`src/rtl/kanade32_mmio_pkg.sv`:
```
// Shared definitions for KANADE32 memory-mapped peripherals: register word
// offsets inside a 16-byte window, STATUS/CTRL bit positions, UART FSM
// encodings and the default window base.
package kanade32_mmio_pkg;

    localparam logic [31:0] DEFAULT_BASE_ADDR = 32'hFFFF_0000;

    // Word index (byte offset >> 2) inside the register window
    localparam logic [1:0] REG_TXDATA = 2'd0;
    localparam logic [1:0] REG_STATUS = 2'd1;
    localparam logic [1:0] REG_CTRL   = 2'd2;
    localparam logic [1:0] REG_RSVD   = 2'd3;

    // STATUS bit positions
    localparam int STAT_BUSY      = 0;
    localparam int STAT_FULL      = 1;
    localparam int STAT_EMPTY     = 2;
    localparam int STAT_OVF       = 3;
    localparam int STAT_COUNT_LSB = 8;

    // CTRL bit positions
    localparam int CTRL_EN = 0;

    // UART transmitter FSM encodings
    typedef logic [1:0] uart_state_t;
    localparam uart_state_t ST_IDLE  = 2'd0;
    localparam uart_state_t ST_START = 2'd1;
    localparam uart_state_t ST_DATA  = 2'd2;
    localparam uart_state_t ST_STOP  = 2'd3;

    // True when a word address falls inside the 16-byte window at base
    function automatic logic in_window(input logic [29:0] word_addr,
                                       input logic [31:0] base);
        return word_addr[29:2] == base[31:4];
    endfunction

endpackage

```
`src/rtl/mmio_fifo.sv`:
```
// Synchronous first-word-fall-through byte FIFO. Storage is a plain array
// (no reset) so it maps onto distributed RAM; the head word is read
// combinationally so the consumer sees it as soon as count is non-zero.
module mmio_fifo #(
    parameter int AW = 4
) (
    input  logic          clk,
    input  logic          reset_n,
    input  logic          push,
    input  logic [7:0]    push_data,
    input  logic          pop,
    output logic [7:0]    pop_data,
    output logic [AW:0]   count,
    output logic          full,
    output logic          empty,
    output logic          push_accept
);

    localparam int DEPTH = 1 << AW;

    logic [7:0]    mem [DEPTH];
    logic [AW-1:0] wr_ptr_reg;
    logic [AW-1:0] rd_ptr_reg;
    logic [AW:0]   count_reg;
    logic          pop_ok;

    assign full        = (count_reg == (AW + 1)'(DEPTH));
    assign empty       = (count_reg == '0);
    assign count       = count_reg;
    assign pop_ok      = pop & ~empty;
    // A pop in the same cycle frees the slot, so a push into a full FIFO is still taken
    assign push_accept = push & (~full | pop_ok);
    assign pop_data    = mem[rd_ptr_reg];

    // Storage write; no reset so the array stays a RAM
    always_ff @(posedge clk) begin
        if (push_accept) begin
            mem[wr_ptr_reg] <= push_data;
        end
    end

    // Pointer and occupancy bookkeeping; pointers wrap naturally at DEPTH
    always_ff @(posedge clk or negedge reset_n) begin
        if (!reset_n) begin
            wr_ptr_reg <= '0;
            rd_ptr_reg <= '0;
            count_reg  <= '0;
        end else begin
            if (push_accept) begin
                wr_ptr_reg <= wr_ptr_reg + AW'(1);
            end
            if (pop_ok) begin
                rd_ptr_reg <= rd_ptr_reg + AW'(1);
            end
            case ({push_accept, pop_ok})
                2'b10:   count_reg <= count_reg + (AW + 1)'(1);
                2'b01:   count_reg <= count_reg - (AW + 1)'(1);
                default: count_reg <= count_reg;
            endcase
        end
    end

endmodule

```
`src/rtl/mmio_uart_tx.sv`:
```
// Memory-mapped 8N1 UART transmitter on the KANADE32 data bus. Decodes a
// 16-byte register window, queues TXDATA stores in a FIFO and serialises
// them LSB first on txd with a CLK_DIV-clock bit period.
module mmio_uart_tx
    import kanade32_mmio_pkg::*;
#(
    parameter logic [31:0] BASE_ADDR = DEFAULT_BASE_ADDR,
    parameter int          CLK_DIV   = 434,
    parameter int          FIFO_AW   = 4
) (
    input  logic        clk,
    input  logic        reset_n,
    input  logic [29:0] address,
    input  logic [31:0] data,
    input  logic        wren,
    output logic        sel,
    output logic [31:0] q,
    output logic        txd,
    output logic        irq_empty
);

    localparam int             CW     = $clog2(CLK_DIV);
    localparam logic [CW-1:0]  RELOAD = CW'(CLK_DIV - 1);

    // Bus decode
    logic [1:0] reg_idx;
    logic       wr_hit;
    logic       push;
    logic       ovf_clr;
    logic       ctrl_wr;

    // FIFO interface
    logic [7:0]       fifo_data;
    logic [FIFO_AW:0] fifo_count;
    logic             fifo_full;
    logic             fifo_empty;
    logic             push_accept;
    logic             pop;

    // Architectural state
    uart_state_t      state_reg,  state_next;
    logic [CW-1:0]    cnt_reg,    cnt_next;
    logic [2:0]       idx_reg,    idx_next;
    logic [7:0]       shift_reg,  shift_next;
    logic             txd_reg,    txd_next;
    logic             ovf_reg,    ovf_next;
    logic             en_reg;
    logic [31:0]      q_reg,      q_next;
    logic             irq_empty_reg;
    logic             bit_end;
    logic [31:0]      status_word;

    // Only the low byte and two control bits of store data are meaningful
    logic unused_data;
    assign unused_data = ^{data[31:8], data[6:4], data[2:1]};

    assign sel     = in_window(address, BASE_ADDR);
    assign reg_idx = address[1:0];
    assign wr_hit  = wren & sel;
    assign push    = wr_hit & (reg_idx == REG_TXDATA);
    assign ovf_clr = wr_hit & (reg_idx == REG_STATUS) & data[STAT_OVF];
    assign ctrl_wr = wr_hit & (reg_idx == REG_CTRL);
    assign bit_end = (cnt_reg == '0);

    assign txd       = txd_reg;
    assign q         = q_reg;
    assign irq_empty = irq_empty_reg;

    mmio_fifo #(
        .AW (FIFO_AW)
    ) u_fifo (
        .clk         (clk),
        .reset_n     (reset_n),
        .push        (push),
        .push_data   (data[7:0]),
        .pop         (pop),
        .pop_data    (fifo_data),
        .count       (fifo_count),
        .full        (fifo_full),
        .empty       (fifo_empty),
        .push_accept (push_accept)
    );

    // Assemble STATUS and select the read word for the current address
    always_comb begin
        status_word                                   = '0;
        status_word[STAT_BUSY]                        = (state_reg != ST_IDLE);
        status_word[STAT_FULL]                        = fifo_full;
        status_word[STAT_EMPTY]                       = fifo_empty;
        status_word[STAT_OVF]                         = ovf_reg;
        status_word[STAT_COUNT_LSB +: FIFO_AW + 1]    = fifo_count;

        q_next = '0;
        if (sel) begin
            case (reg_idx)
                REG_STATUS: q_next = status_word;
                REG_CTRL:   q_next[CTRL_EN] = en_reg;
                default:    q_next = '0;
            endcase
        end
    end

    // Overflow is sticky; a new drop wins over a simultaneous W1C
    always_comb begin
        ovf_next = (push & ~push_accept) | (ovf_reg & ~ovf_clr);
    end

    // Transmit FSM: next state, baud counter, bit index, shifter and txd level
    always_comb begin
        state_next = state_reg;
        cnt_next   = cnt_reg;
        idx_next   = idx_reg;
        shift_next = shift_reg;
        txd_next   = txd_reg;
        pop        = 1'b0;
        case (state_reg)
            ST_IDLE: begin
                txd_next = 1'b1;
                if (en_reg && !fifo_empty) begin
                    pop        = 1'b1;
                    shift_next = fifo_data;
                    cnt_next   = RELOAD;
                    state_next = ST_START;
                    txd_next   = 1'b0;
                end
            end
            ST_START: begin
                if (bit_end) begin
                    cnt_next   = RELOAD;
                    idx_next   = 3'd0;
                    state_next = ST_DATA;
                    txd_next   = shift_reg[0];
                end else begin
                    cnt_next = cnt_reg - CW'(1);
                end
            end
            ST_DATA: begin
                if (bit_end) begin
                    cnt_next   = RELOAD;
                    shift_next = {1'b0, shift_reg[7:1]};
                    if (idx_reg == 3'd7) begin
                        state_next = ST_STOP;
                        txd_next   = 1'b1;
                    end else begin
                        idx_next = idx_reg + 3'd1;
                        txd_next = shift_reg[1];
                    end
                end else begin
                    cnt_next = cnt_reg - CW'(1);
                end
            end
            default: begin // ST_STOP
                if (bit_end) begin
                    if (en_reg && !fifo_empty) begin
                        // Chain straight into the next start bit
                        pop        = 1'b1;
                        shift_next = fifo_data;
                        cnt_next   = RELOAD;
                        state_next = ST_START;
                        txd_next   = 1'b0;
                    end else begin
                        state_next = ST_IDLE;
                        txd_next   = 1'b1;
                    end
                end else begin
                    cnt_next = cnt_reg - CW'(1);
                end
            end
        endcase
    end

    // State, control and output registers; reset forces txd high immediately
    always_ff @(posedge clk or negedge reset_n) begin
        if (!reset_n) begin
            state_reg     <= ST_IDLE;
            cnt_reg       <= '0;
            idx_reg       <= '0;
            shift_reg     <= '0;
            txd_reg       <= 1'b1;
            ovf_reg       <= 1'b0;
            en_reg        <= 1'b1;
            q_reg         <= '0;
            irq_empty_reg <= 1'b0;
        end else begin
            state_reg     <= state_next;
            cnt_reg       <= cnt_next;
            idx_reg       <= idx_next;
            shift_reg     <= shift_next;
            txd_reg       <= txd_next;
            ovf_reg       <= ovf_next;
            q_reg         <= q_next;
            irq_empty_reg <= fifo_empty & (state_reg == ST_IDLE) & en_reg;
            if (ctrl_wr) begin
                en_reg <= data[CTRL_EN];
            end
        end
    end

endmodule

```
`config.mk`:
```
export PLATFORM = sky130hd
export DESIGN_NAME = mmio_uart_tx
export DESIGN_NICKNAME = d
export VERILOG_FILES = /design/src/rtl/kanade32_mmio_pkg.sv /design/src/rtl/mmio_fifo.sv /design/src/rtl/mmio_uart_tx.sv
export SDC_FILE = /design/constraint.sdc
export NUM_CORES = 1
export LEC_CHECK = 0
export BUFFER_PORTS_ARGS = -buffer_cell sky130_fd_sc_hd__buf_4
export CAP_MARGIN = 5
export CORE_ASPECT_RATIO = 1.5
export CORE_UTILIZATION = 35
export CTS_BUF_LIST = sky130_fd_sc_hd__clkbuf_2
export CTS_CLUSTER_DIAMETER = 50
export CTS_CLUSTER_SIZE = 8
export DETAILED_ROUTE_END_ITERATION = 7
export HOLD_SLACK_MARGIN = 0.06
export SYNTH_ARGS = -nofsm -noshare
export SYNTH_HDL_FRONTEND = slang
export SYNTH_SLANG_ARGS = --single-unit
```
`constraint.sdc`:
```
create_clock -name clk -period 5.3 [get_ports clk]
set_input_delay 0.265 -clock clk [delete_from_list [all_inputs] [get_ports clk]]
set_output_delay 0.265 -clock clk [all_outputs]
set_load 0.01 [all_outputs]
```
Word-level counts from Yosys, hierarchy flattened

Memory sizes are Yosys's and may differ from the RTL's.
Index checks and enable logic that the tools add are counted.

Memories: 1
RAM bits: 128
Output and inout port bits: 35
Logic and storage cells: 100
Flip-flop bits (word level): 71

Memories:

| memory     | depth | width | read ports | clocked after memory_dff | write ports | RTL line        | RTL |
|---|---|---|---|---|---|---|---|
| u_fifo.mem | 16    | 8     | 1          | 0                        | 1           | mmio_fifo.sv:21 | `logic [7:0] mem [DEPTH];` |

Equal/unequal tests: 14
Add/subtract/negate cells: 6
Reductions and logical operators: 15
Bitwise gates (word level): 18
Multiplexer cells: 34

Operators by type and width:

| operator                                             | count |
|---|---|
| equality test 28 bit (second input constant)         | 1 |
| two-way mux 9 bit                                    | 3 |
| two-way mux 8 bit                                    | 3 |
| case mux 8 bit (3 select lines)                      | 1 |
| case mux 9 bit (2 select lines)                      | 1 |
| two-way mux 13 bit                                   | 1 |
| two-way mux 12 bit                                   | 1 |
| AND 1 bit                                            | 11 |
| two-way mux 1 bit                                    | 10 |
| two-way mux 2 bit                                    | 5 |
| != test 2 bit (second input constant)                | 5 |
| case mux 5 bit (2 select lines)                      | 1 |
| zero test 9 bit                                      | 1 |
| two-way mux 3 bit                                    | 3 |
| subtractor 9 x 1 -> 9 bit (second input constant)    | 1 |
| adder 4 x 1 -> 4 bit (second input constant)         | 2 |
| nonzero test 2 bit                                   | 4 |
| equality test 2 x 1 -> 1 bit (second input constant) | 3 |
| equality test 2 bit (second input constant)          | 3 |
| case mux 2 bit (3 select lines)                      | 1 |
| case mux 3 bit (2 select lines)                      | 1 |
| AND reduction 3 bit                                  | 2 |
| adder 5 x 1 -> 5 bit (second input constant)         | 1 |
| equality test 5 bit (second input constant)          | 1 |
| 14 further kinds                                     | 21 |

Depth between registers and ports, before layout

Gate-level depths: netlist (run 1).

Word-level depth: 12
Mapped depth: 15
Gate-level depth less buffers: 15

Cells and area by module

From an unflattened synthesis (run 1), not the netlist that was laid out.

Cells, all modules: 518
Area total of the unflattened synthesis: 8003.9 sq um

Modules (own cells, without submodules):

| module       | cells each | seq. area each (sq um) | area each (sq um) | times used |
|---|---|---|---|---|
| mmio_fifo    | 302        | 4169.0                 | 5778.0            | 1 |
| mmio_uart_tx | 216        | 878.3                  | 2225.9            | 1 |

Worst setup path after synthesis (run 1)

No wires, ideal clock.

Path kind: reg2reg
Start: register cnt_reg[0]
End: register u_fifo.count_reg[4], in the netlist u_fifo.count[4]
Cell stages (with the launch flop): 15
Library setup time: 80 ps
Arrival: 3090 ps
Buffers on the path: 0
Required time: 5220 ps
Slack: 2130 ps
Cells stage by stage: dfrtp_1 -> inv_1 -> ha_1 -> or4b_1 -> o31ai_4 -> a21oi_2 -> nor3b_2 -> inv_2 -> ha_1 -> ha_1 -> nor2b_1 -> o21ai_0 -> a21oi_1 -> nor3_1 -> xnor2_1

Longest elaborated chain between the ends: 8
Elaborated cells on any way between the ends: 10
Those cells by class: eq/ne (2); mux (3); bitwise (3); reduce/logical (2)

Ends and longest elaborated chain:

| element                                                               | RTL line            | RTL |
|---|---|---|
| start: declaration                                                    | mmio_uart_tx.sv:42  | `logic [CW-1:0] cnt_reg, cnt_next;` |
| start signal: assignment                                              | mmio_uart_tx.sv:186 | `cnt_reg <= cnt_next;` |
| zero test 9 bit (*)                                                   | mmio_uart_tx.sv:63  | `assign bit_end = (cnt_reg == '0);` |
| two-way mux 1 bit (*)                                                 | mmio_uart_tx.sv:153 | `if (bit_end) begin` |
| case mux 1 bit (2 select lines) (*)                                   | mmio_uart_tx.sv:116 | `case (state_reg)` |
| AND 1 bit (*)                                                         | mmio_fifo.sv:30     | `assign pop_ok = pop & ~empty;` |
| OR 1 bit                                                              | mmio_fifo.sv:32     | `assign push_accept = push & (~full \| pop_ok);` |
| AND 1 bit                                                             | mmio_fifo.sv:32     |  |
| equality test 2 x 1 -> 1 bit or equality test 2 bit (tied branches)   | mmio_fifo.sv:55     | `case ({push_accept, pop_ok})` |
| case mux 5 bit (2 select lines) or nonzero test 2 bit (tied branches) | --                  |  |
| end signal: assignment                                                | mmio_fifo.sv:56     | `2'b10: count_reg <= count_reg + (AW + 1)'(1);` |
| end signal: assignment                                                | mmio_fifo.sv:57     | `2'b01: count_reg <= count_reg - (AW + 1)'(1);` |
| end signal: assignment                                                | mmio_fifo.sv:58     | `default: count_reg <= count_reg;` |
| end: declaration                                                      | mmio_fifo.sv:24     | `logic [AW:0] count_reg;` |

Every way passes the cells marked *; elsewhere a longest branch is shown, timed or not.
A chain may end at the register's enable or synchronous reset.

Worst setup path after layout (run 1)

Same ends and word-level chain as after synthesis.

==> results of run 1 <==
[worst max path at each step]
stage	start	end	slack [ns]	depth (start not counted)
2_1_floorplan	cnt_reg[0]	u_fifo.count[4]	2.13	14
3_3_place_gp	cnt_reg[0]	u_fifo.count[4]	1.41	14
3_5_place_dp	cnt_reg[0]	u_fifo.count[4]	1.28	14
4_1_cts	cnt_reg[0]	u_fifo.count[4]	1.25	14
5_1_grt	cnt_reg[0]	u_fifo.count[4]	0.90	14
6_report	cnt_reg[0]	u_fifo.count[4]	1.23	14
[through the flow]
stage | hold WS, ns | power (mW)
3_5_place_dp | 0.329 | 1.59
2_1_floorplan | -0.0306 | 1.55
6_report | 0.295 | 2.33
3_3_place_gp | 0.312 | 1.58
4_1_cts | 0.215 | 2.36
5_1_grt | 0.227 | 2.43
[cells in the mapped netlist, types with 2 or more instances]
| library cell | count | area [sq um] |
|---|---|---|
| nand4_1 | 5 | 31.3 |
| o21ai_0 | 15 | 75.1 |
| nand2_1 | 22 | 82.6 |
| mux4_2 | 32 | 721 |
| nor2_1 | 29 | 109 |
| buf_2 | 6 | 30.0 |
| o22ai_1 | 5 | 31.3 |
| nor3_1 | 10 | 50.1 |
| mux2_2 | 6 | 67.6 |
| nor4b_1 | 2 | 17.5 |
| inv_1 | 17 | 63.8 |
| clkbuf_1 | 14 | 52.6 |
| nand2b_1 | 2 | 12.5 |
| a211oi_1 | 2 | 15.0 |
| a21o_1 | 3 | 22.5 |
| o2bb2ai_1 | 3 | 26.3 |
| and2_1 | 2 | 12.5 |
| mux2i_1 | 2 | 20.0 |
| xnor2_1 | 5 | 43.8 |
| dfrtp_1 | 46 | 1150 |
| or4_4 | 2 | 22.5 |
| nor4_1 | 3 | 18.8 |
| nor4b_2 | 2 | 30.0 |
| or2_2 | 2 | 12.5 |
| a22oi_1 | 12 | 90.1 |
| a22o_1 | 6 | 52.6 |
| buf_4 | 24 | 180 |
| nand3_1 | 9 | 45.0 |
| edfxtp_1 | 128 | 3840 |
| xor2_1 | 5 | 43.8 |
| dfstp_2 | 2 | 52.6 |
| nor2b_1 | 8 | 50.1 |
| a21oi_1 | 28 | 140 |
| ha_1 | 20 | 250 |
| and4b_1 | 3 | 30.0 |
| and3_1 | 11 | 68.8 |
[final cells by class]
type	instances	share of cell area
Antenna cell	1	0.000281
Clock buffer	18	0.0101
Clock inverter	14	0.0218
Inverter	18	0.00758
Multi-Input combinational cell	300	0.279
Sequential cell	176	0.566
Tap cell	272	0.0382
Timing Repair Buffer	81	0.0764
[worst reg2reg max path, stage by stage (launching register included)]
cell	delay (ns)
dfrtp_1	0.45
inv_1	0.15
ha_1	0.17
or4b_1	0.57
o31ai_4	0.30
a21oi_2	0.15
nor3b_2	0.57
inv_2	0.24
ha_1	0.32
ha_1	0.34
nor2b_1	0.14
o21ai_0	0.20
a21oi_1	0.10
nor3_1	0.22
xnor2_1	0.14
[report_power, final]
| group | switching (mW) | total (mW) | internal [mW] |
|---|---|---|---|
| clock | 0.516 | 0.764 | 0.248 |
| combinational | 0.0500 | 0.0884 | 0.0384 |
| sequential | 0.00134 | 1.48 | 1.48 |
| total | 0.567 | 2.33 | 1.77 |
[logic make-up after synthesis]
group                      count (synthesis)  synth area share
muxes                                     40             0.104
buffers and inverters                     63            0.0429
and+or+nand+nor                          119            0.0848
AOI/OAI and AO/OA                         87            0.0741
xor gates and xnor gates                  10            0.0112
adders and majority gates                 21            0.0347
other                                      1          0.000481
DFF                                      176             0.648
[metal layers]
layer,global-route usage,share of wire
met1,0.168,0.39
met2,0.277,0.56
met3,0.0297,0.024
met4,0.0636,0.019
met5,0,0
[what timing repair did]
item / in CTS / in global routing
endpoints found under the hold margin: 191 / 0
resized for setup: 0 / 0
hold buffers: 22 / 0
==> results.md, run 1 <==
- Status: completed
- CP Buf/Inv Count: 2
- Area delta synth->final: 14.4%
- ANT nets after route: 0
- Slew Viols, Final: 0
- Vias in the first global route: slightly below 5000
- # port buffers: 52
- Most common cell after layout, fill and taps aside: edfxtp_1
- Syn. warnings: 0
- Min-delay src: data[2]
- Number of post-CTS setup repair buffers: 0
- CP Max Fanout: 11
- Nets@finish: 680
- WL/cell: roughly 18 microns
- Commonest cells after routing, fill and taps aside: 128 x edfxtp_1, 59 x buf_4, 45 x dfrtp_1, 32 x mux4_2, 29 x nor2_1
- Netlist area before placement: about 8000 sq um
- CP delay by family, top: simple AND/OR/NAND/NOR gates
- CTS tree: built
- Pre-Repair DR Iteration Count: 7
- Core ar.: ~22000 sq um
- Skew-Pair Late Insertion Delay: between 0.7 and 0.8 ns
- FF-to-FF Start: cnt_reg[0]
- Ports: 100
- Number of vias per cell: 5.09
- Largest net degree at the start of global routing: 47
- Worst Hold Class: in2reg
- Die width: 124 microns
- Worst relative slew slack: 0.357
- EDFF count, synth: roughly 130
- Register Area: a little over 5000 sq um
- Share of cells above drive strength 1: 0.241
- Die H: about 180 microns
- Grt total ovfl: 0
- Type of origin of the critical path: flip-flop
- Initial Util: 0.359
- Worst R2R End: u_fifo.count[4]
- FF-to-FF path depth: 14
- Final Hold Fails: 0
- WP data required: 6.00 ns
- WHS Path Cells: 2
- RSZ-0062 raised after global routing: no
- DRC violations left: 0
- Clock Path Buffers: 2
- VDD IR-drop max: ~0.11 mV
- Static Leakage: between 3 and 4 nW
- Syn Area/Cell: between 15 and 20 sq um
- Total Wirelength: 15.7 mm
- Final Non-Filler Cells: 880
- Final setup margin: 1.23 ns
- Multi-input gate area: 2490 sq um
- Via count: between 4000 and 5000
- WS Path Type: reg2reg
- H-tree depth: 4
- FMAX: 0.246 GHz
- R2R Setup Slk: 1.23 ns
- Clock slew at reported path FFs: between 0.2 and 0.3 ns
- Largest register FFs: approximately 130
- Placer Congestion: about 0.8
- Slew @ Worst Pin: between 0.9 and 1 ns
- Most common cell on crit path: ha_1
- DP HPWL: approximately 11 mm
- First-pass GRT wire length: 25.5 mm
- Async set-reset flop share out of synthesis: 0.273
- Clock sinks: roughly 180
- GRT Overall Usage: 0.152
- PwrDens: around 260 nW/um^2
- Worst Skew: between 0.05 and 0.06 ns
- CP Cell Sequence: inv_1 > ha_1 > or4b_1 > o31ai_4 > a21oi_2 > nor3b_2 > inv_2 > ha_1 > ha_1 > nor2b_1 > o21ai_0 > a21oi_1 > nor3_1 > xnor2_1
- Root buf cell: clkbuf_2
- Final Cycle Share: 0.768
- Final core utilization: 0.410
- Post-synthesis cell type count: 60
- Post-Route Setup TNS: 0 ns
- Setup violations, final: 0
- Slowest cell delay on critical path: roughly 0.57 ns
- Slowest library cell on the worst path: or4b_1
- Die area: 22900 sq um
- Placed Cells: approximately 830
- Most used DFF post-synth: edfxtp_1
- Sequential cell area fraction in the yosys report: 0.648
- MaxCap Viol Count: 0
- Post-route cell area: around 8900 sq um
- Drt initial violations: approximately 400
- WP data arrival: between 4 and 5 ns
- CP Capture Type: flip-flop
- Fillers: approximately 2000
- Seq cells post-synth: 176
- Clock buffer count from CTS: 17
- Synth Instances: around 520
- Hold path endpoint: u_fifo.mem[3][2]
- Placed Area: roughly 8400 sq um
- Pre-CTS setup slack: between 1 and 1.5 ns
- Post-route minimum period: 4.07 ns
- Antenna violations before repair: 1
- Std-Cell Rows: 66
Power figures use the tool's default switching activity.
==> run 2, diff against run 1 <==
==> constraint.sdc (replaced) <==
create_clock -name clk -period 3.3 [get_ports clk]
set_input_delay 0.165 -clock clk [delete_from_list [all_inputs] [get_ports clk]]
set_output_delay 0.165 -clock clk [all_outputs]
set_load 0.01 [all_outputs]
==> run 2 against run 1 <==
  * Cell count grew 2.0%
  * Critical path depth fell by 1
  * Combinational power rose by 67%
==> results.md, run 2 (same netlist as run 1, synthesis figures left out) <==
- Pre-Repair DR Iteration Count: 5
- CTS tree: built
- Ports: 100
- Min-delay src: data[1]
- Worst relative slew slack: 0.192
- CP Capture Type: flip-flop
- MaxCap Viol Count: 0
- WP data arrival: approximately 3.8 ns
- Hold path endpoint: u_fifo.mem[14][1]
- Placer Congestion: just over 0.8
- Root buf cell: clkbuf_2
- H-tree depth: 4
- WHS Path Cells: 2
- FMAX: around 0.32 GHz
- Slew @ Worst Pin: roughly 1.2 ns
- FF-to-FF path depth: 13
- DP HPWL: about 11 mm
- First-pass GRT wire length: between 20 and 30 mm
- FF-to-FF Start: u_fifo.count[1]
- VDD IR-drop max: 0.203 mV
- Clock slew at reported path FFs: ~0.29 ns
- Final Hold Fails: 0
- RSZ-0062 raised after global routing: no
- ANT nets after route: 0
- R2R Setup Slk: ~0.22 ns
- Drt initial violations: between 300 and 400
- Vias in the first global route: approximately 4800
- Largest register FFs: approximately 130
- Initial Util: 0.359
- Skew-Pair Late Insertion Delay: about 0.77 ns
- Std-Cell Rows: 66
- Largest net degree at the start of global routing: between 40 and 50
- WS Path Type: reg2reg
- GRT Overall Usage: 0.153
- Hold_ws: around 0.21 ns
- Static Leakage: around 3.4 nW
- WL/cell: between 15 and 20 microns
- Grt total ovfl: 0
- Share of cells above drive strength 1: 0.267
- Nets@finish: 698
- Die area: 22900 sq um
- Core ar.: between 20000 and 25000 sq um
- Commonest cells after routing, fill and taps aside: 128 x edfxtp_1, 76 x buf_4, 45 x dfrtp_1, 32 x mux4_2, 29 x nor2_1
- Worst Hold Class: in2reg
- Post-route minimum period: between 3 and 4 ns
- Slowest library cell on the worst path: or4_4
- Die H: ~180 microns
- WP data required: roughly 4 ns
- Final Cycle Share: 0.933
- Slew Viols, Final: 0
- Slowest cell delay on critical path: roughly 0.57 ns
- Area delta synth->final: 16.0%
- Worst Skew: ~0.040 ns
- Antenna violations before repair: 1
- Via count: approximately 4600
- Number of vias per cell: 5.13
- Total Wirelength: approximately 16 mm
- Most common cell after layout, fill and taps aside: edfxtp_1
- Die width: about 120 microns
- Type of origin of the critical path: flip-flop
- Worst R2R End: u_fifo.count[4]
- Clock buffer count from CTS: 17
- Status: completed
- # port buffers: 52
- Clock Path Buffers: 2
- Clock sinks: ~180
- CP Max Fanout: 5
- CP Cell Sequence: or4_4 > or2_2 > a21oi_4 > nor3b_2 > inv_2 > ha_4 > inv_1 > fa_1 > nor2b_1 > o21ai_1 > and3_1 > nor3_2 > xnor2_1
- Setup violations, final: 0
- PwrDens: 393 nW/um^2
- Post-Route Setup TNS: 0 ns
- Pwr Total: 3.55 mW
- DRC violations left: 0
-- run 2: cell types whose count changed in the layout (fill, tap and decap cells not counted), sizes merged --
cell | before | now
buf | 60 | 78
bufinv | 2 | 0
clkinv | 4 | 6
clkinvlp | 1 | 3
clkbuf | 18 | 17
inv | 25 | 24
-- run 2: timing repair --
action | 4_1_cts | 5_1_grt
endpoints found under the hold margin | 191 | 0
setup buffers | 0 | 3
hold buffers | 22 | 0
resized for setup | 2 | 5
gates cloned | 0 | 0
pin swaps | 1 | 2
setup endpoints to repair | 1 | 1
-- run 2: worst max-delay path by stage --
stage                          from               to
floorplan                cnt_reg[0]  u_fifo.count[4]
global placement         cnt_reg[1]  u_fifo.count[4]
detailed placement       cnt_reg[1]  u_fifo.count[4]
CTS                      cnt_reg[1]  u_fifo.count[4]
global route             cnt_reg[1]  u_fifo.count[4]
finish              u_fifo.count[1]  u_fifo.count[4]
-- run 2: through the flow --
| stage | worst slack (ns) | std cells | util | cell area, sq um |
|---|---|---|---|---|
| 6_report | 0.222 | 898 | 0.416 | 9030 |
| 3_3_place_gp | 0.0994 | 840 | 0.392 | 8510 |
| 2_1_floorplan | 0.130 | 539 | - | 7870 |
| 3_5_place_dp | 0.00206 | 840 | 0.392 | 8510 |
| 4_1_cts | 0.0149 | 894 | 0.413 | 8970 |
| 5_1_grt | 0.0365 | 898 | 0.416 | 9030 |
-- run 2: critical path: cells and delay by family (launching register included) --
kind / cells / cell delay (ns)
compound gates: 2 / 0.24
simple gates: 6 / 1.44
buf+inv: 2 / 0.16
flops: 1 / 0.48
xor+xnor: 1 / 0.13
fa+ha+maj: 2 / 0.57
-- run 2: area by class of cell --
class / count / area [sq um]
antenna: 1 / 2.50
clock buffer: 17 / 85.1
clock inverter: 15 / 128
fill: 1967 / 12700
inverter: 18 / 67.6
multi-input combinational: 300 / 2530
sequential: 176 / 5050
tap: 272 / 340
timing repair buffer: 99 / 828
-- run 2: per-layer routing --
metal / wire, microns / global-route usage / share of wire
met3: 410 / 0.0300 / 0.026
met1: 6290 / 0.169 / 0.39
met5: 0 / 0 / 0
met2: 9080 / 0.282 / 0.57
met4: 211 / 0.0554 / 0.013
-- run 2: where the power goes --
group,internal [mW],switching [mW],leakage [nW],total [mW]
clock,0.220,0.803,0.126,1.02
combinational,0.0659,0.0823,1.45,0.148
sequential,2.38,0.00175,1.80,2.38
==> run 3, diff against run 2 <==
--- a/config.mk
+++ b/config.mk
@@ -7,7 +7,6 @@
 export LEC_CHECK = 0
 export BUFFER_PORTS_ARGS = -buffer_cell sky130_fd_sc_hd__buf_4
 export CAP_MARGIN = 5
-export CORE_ASPECT_RATIO = 1.5
 export CORE_UTILIZATION = 35
 export CTS_BUF_LIST = sky130_fd_sc_hd__clkbuf_2
 export CTS_CLUSTER_DIAMETER = 50
@@ -16,4 +15,5 @@
 export HOLD_SLACK_MARGIN = 0.06
 export SYNTH_ARGS = -nofsm -noshare
 export SYNTH_HDL_FRONTEND = slang
+export SYNTH_HIERARCHICAL = 1
 export SYNTH_SLANG_ARGS = --single-unit
==> constraint.sdc (replaced) <==
create_clock -name clk -period 3.1 [get_ports clk]
set_input_delay 0.155 -clock clk [delete_from_list [all_inputs] [get_ports clk]]
set_output_delay 0.155 -clock clk [all_outputs]
set_load 0.01 [all_outputs]
==> run 3 against run 2 <==
  * Die area grew 2.7%
  * Register-to-register slack about the same
  * Maximum frequency is 6.9% higher
  * Sequential power is 7% higher
  * Clock skew increased by 0.014 ns
  * Core utilization increased by 0.45 points
  * Via count increased by 0.59%
  * Synthesized area is 2.8% higher
==> results.md, run 3 <==
- DP HPWL: approximately 10 mm
- FF-to-FF Start: cnt_reg[0]
- WHS Path Cells: 2
- Core ar.: about 22000 sq um
- Total Wirelength: around 16 mm
- XOR/XNOR Fraction of Synth Area: 0.00985
- Post-route cell area: 9290 sq um
- WP data arrival: between 3 and 4 ns
- Async set-reset flop share out of synthesis: 0.273
- Slew @ Worst Pin: 0.745 ns
- Main combinational cell family by area after synthesis: multiplexers
- WP data required: 3.78 ns
- Commonest cells after routing, fill and taps aside: 128 x edfxtp_1, 71 x buf_4, 45 x dfrtp_1, 32 x mux4_2, 23 x conb_1
- Pre-CTS setup slack: between 0.1 and 0.15 ns
- WL/cell: ~18 microns
- RSZ-0062 raised after global routing: no
- Share of cells above drive strength 1: 0.293
- Hold_ws: roughly 0.23 ns
- Drt initial violations: 260
- Int Pwr: slightly below 3 mW
- Number of vias per cell: about 5.1
- DRC violations left: 0
- Initial Util: 0.362
- Final Hold Fails: 0
- Antenna Cells: 0
- Worst R2R End: u_fifo/count[4]
- Post-route minimum period: ~2.9 ns
- Top cell type by total area after synthesis: edfxtp_1
- Net Switching: approximately 1.0 mW
- Nets@finish: 693
- Worst Skew: roughly 0.054 ns
- Die width: ~150 microns
- Post-synthesis adder-cell area fraction: 0.0322
- PwrDens: between 400 and 500 nW/um^2
- Ports: 100
- Placer Congestion: about 0.8
- # port buffers: 52
- MaxCap Viol Count: 0
- Final setup margin: around 0.22 ns
- Comb pwr share: 0.040
- Die area: between 20000 and 25000 sq um
- CTS tree: built
- Clock Power Share: 0.326
- Antenna violations before repair: 0
- Root buf cell: clkbuf_2
- Vias in the first global route: approximately 4900
- FMAX: about 0.35 GHz
- Via count: 4630
- FF-to-FF path depth: 12
- Syn Area/Cell: roughly 15 sq um
- Seq cells post-synth: between 150 and 200
- H-tree depth: 4
- Most frequent cell after synthesis: edfxtp_1
- Sequential cell area fraction in the yosys report: 0.631
- Largest register FFs: 128
- Dominant cells by area after synthesis: edfxtp_1 48%, dfrtp_1 14%, mux4_2 9.0%
- Post-Route Setup TNS: 0 ns
- Area delta synth->final: 16.0%
- Yosys top cell area share: 0.480
- Slew Viols, Final: 0
- Post-synthesis mux area share: 0.125
- Clock sinks: roughly 180
- Skew-Pair Late Insertion Delay: 0.75 ns
- ANT nets after route: 0
- VDD IR-drop max: approximately 0.27 mV
- GRT Overall Usage: 0.143
- Synth Instances: between 500 and 600
- Die H: around 150 microns
- Pwr Total: about 4 mW
- Register share of total power: 0.634
- First-pass GRT wire length: approximately 26 mm
- Clock slew at reported path FFs: roughly 0.31 ns
- WS Path Type: reg2reg
- Setup violations, final: 0
- Post-synthesis cell type count: 71
- Clock Path Buffers: 2
- Static Leakage: between 3 and 4 nW
- Simple logic cell fraction of the synthesized area: 0.0914
- Commonest cells in the netlist: 128 x edfxtp_1, 46 x dfrtp_1, 32 x mux4_2, 23 x buf_4, 21 x mux2_2
- Type of origin of the critical path: flip-flop
- Compound-cell area share of the yosys netlist: 0.0696
- CP Capture Type: flip-flop
- Pre-Repair DR Iteration Count: 4
- Placed Area: about 8700 sq um
- CP Launch Point: cnt_reg[0]
- R2R Setup Slk: about 0.22 ns
- Syn. warnings: 6
- CP Max Fanout: 4
- Status: completed
- Grt total ovfl: 0
- Hold path endpoint: u_fifo/mem[6][7]
- Largest net degree at the start of global routing: 47
- Std-Cell Rows: 54
- Netlist area before placement: around 8000 sq um
- Worst relative slew slack: 0.503
- Final Cycle Share: 0.929
- Sw Ratio: 0.257
- Most used DFF post-synth: edfxtp_1
- Clock buffer count from CTS: 17
- Most common cell after layout, fill and taps aside: edfxtp_1
- Min-delay src: data[7]
- EDFF count, synth: about 130
- Worst Hold Class: in2reg
## run 3: cell types whose count changed in the layout (fill, tap and decap cells not counted), moves of 4 or more
cell | before | now
clkinv_8 | 1 | 5
o22ai_1 | 5 | 1
a22oi_1 | 12 | 17
nor2_1 | 29 | 14
buf_4 | 76 | 71
nand2b_1 | 2 | 8
nor3_1 | 9 | 4
nand2_1 | 22 | 16
mux2_2 | 6 | 21
and2_1 | 2 | 15
a21oi_1 | 28 | 9
## run 3: layout make-up
type / instances / area (sq um)
flip-flops and latches: 176 / 5050
fillers: 1964 / 12800
clock inverters: 15 / 208
inverters: 16 / 60.1
clock buffers: 17 / 85.1
multi-input cells: 303 / 2740
well taps: 280 / 350
repair buffers: 94 / 791
## run 3: critical path, cell delays in order, from the launching register on
cell and delay, ns:
dfrtp_1 0.46, inv_1 0.12, ha_1 0.19, nor4b_4 0.28, a31oi_4 0.16, nor2_4 0.17
o21ai_2 0.07, or2_2 0.30, fa_2 0.35, nand2b_1 0.17, a211o_1 0.28, o31a_1 0.11
o211ai_1 0.17
## run 3: layer usage
layer  vias up  global-route usage  routed length (microns)
met5         -                   0                        0
met4         0              0.0418                      140
met3        12              0.0309                      638
met2       105               0.252                     8390
met1      2371               0.177                     6740
li1       2142                   -                        -
## run 3: worst max-delay path by stage
stage | slack (ns) | to
2_1_floorplan | 0.05 | u_fifo/count[4]
3_3_place_gp | 0.18 | u_fifo/count[4]
3_5_place_dp | 0.14 | u_fifo/count[4]
4_1_cts | 0.03 | u_fifo/count[4]
5_1_grt | 0.009 | u_fifo/count[4]
6_report | 0.22 | u_fifo/count[4]
## run 3: kinds of logic after synthesis
kind of cell / Yosys count
flip-flops: 176
AO/OA/AOI/OAI: 76
adder cells (fa/ha/maj): 20
other: 1
AND/OR/NAND/NOR: 118
XOR/XNOR: 9
multiplexers: 57
buffers and inverters: 61
## run 3: power by group through the flow
stage,clock network [mW],logic (mW),registers (mW)
finish,1.30,0.160,2.54
CTS,1.35,0.159,2.54
global route,1.43,0.177,2.54
detailed placement,0,0.138,2.58
floorplan,0,0.0724,2.58
global placement,0,0.132,2.58
## run 3: repair_timing
item,4_1_cts,5_1_grt
endpoints found under the setup margin,0,9
hold endpoints to repair,190,0
setup buffers,0,2
hold buffers,22,0
gates resized for setup,0,6
## run 3: stage by stage
stage / util / instances
detailed placement: 0.394 / 845
global placement: 0.394 / 845
CTS: 0.418 / 899
finish: 0.420 / 901
global route: 0.420 / 901
floorplan: - / 540
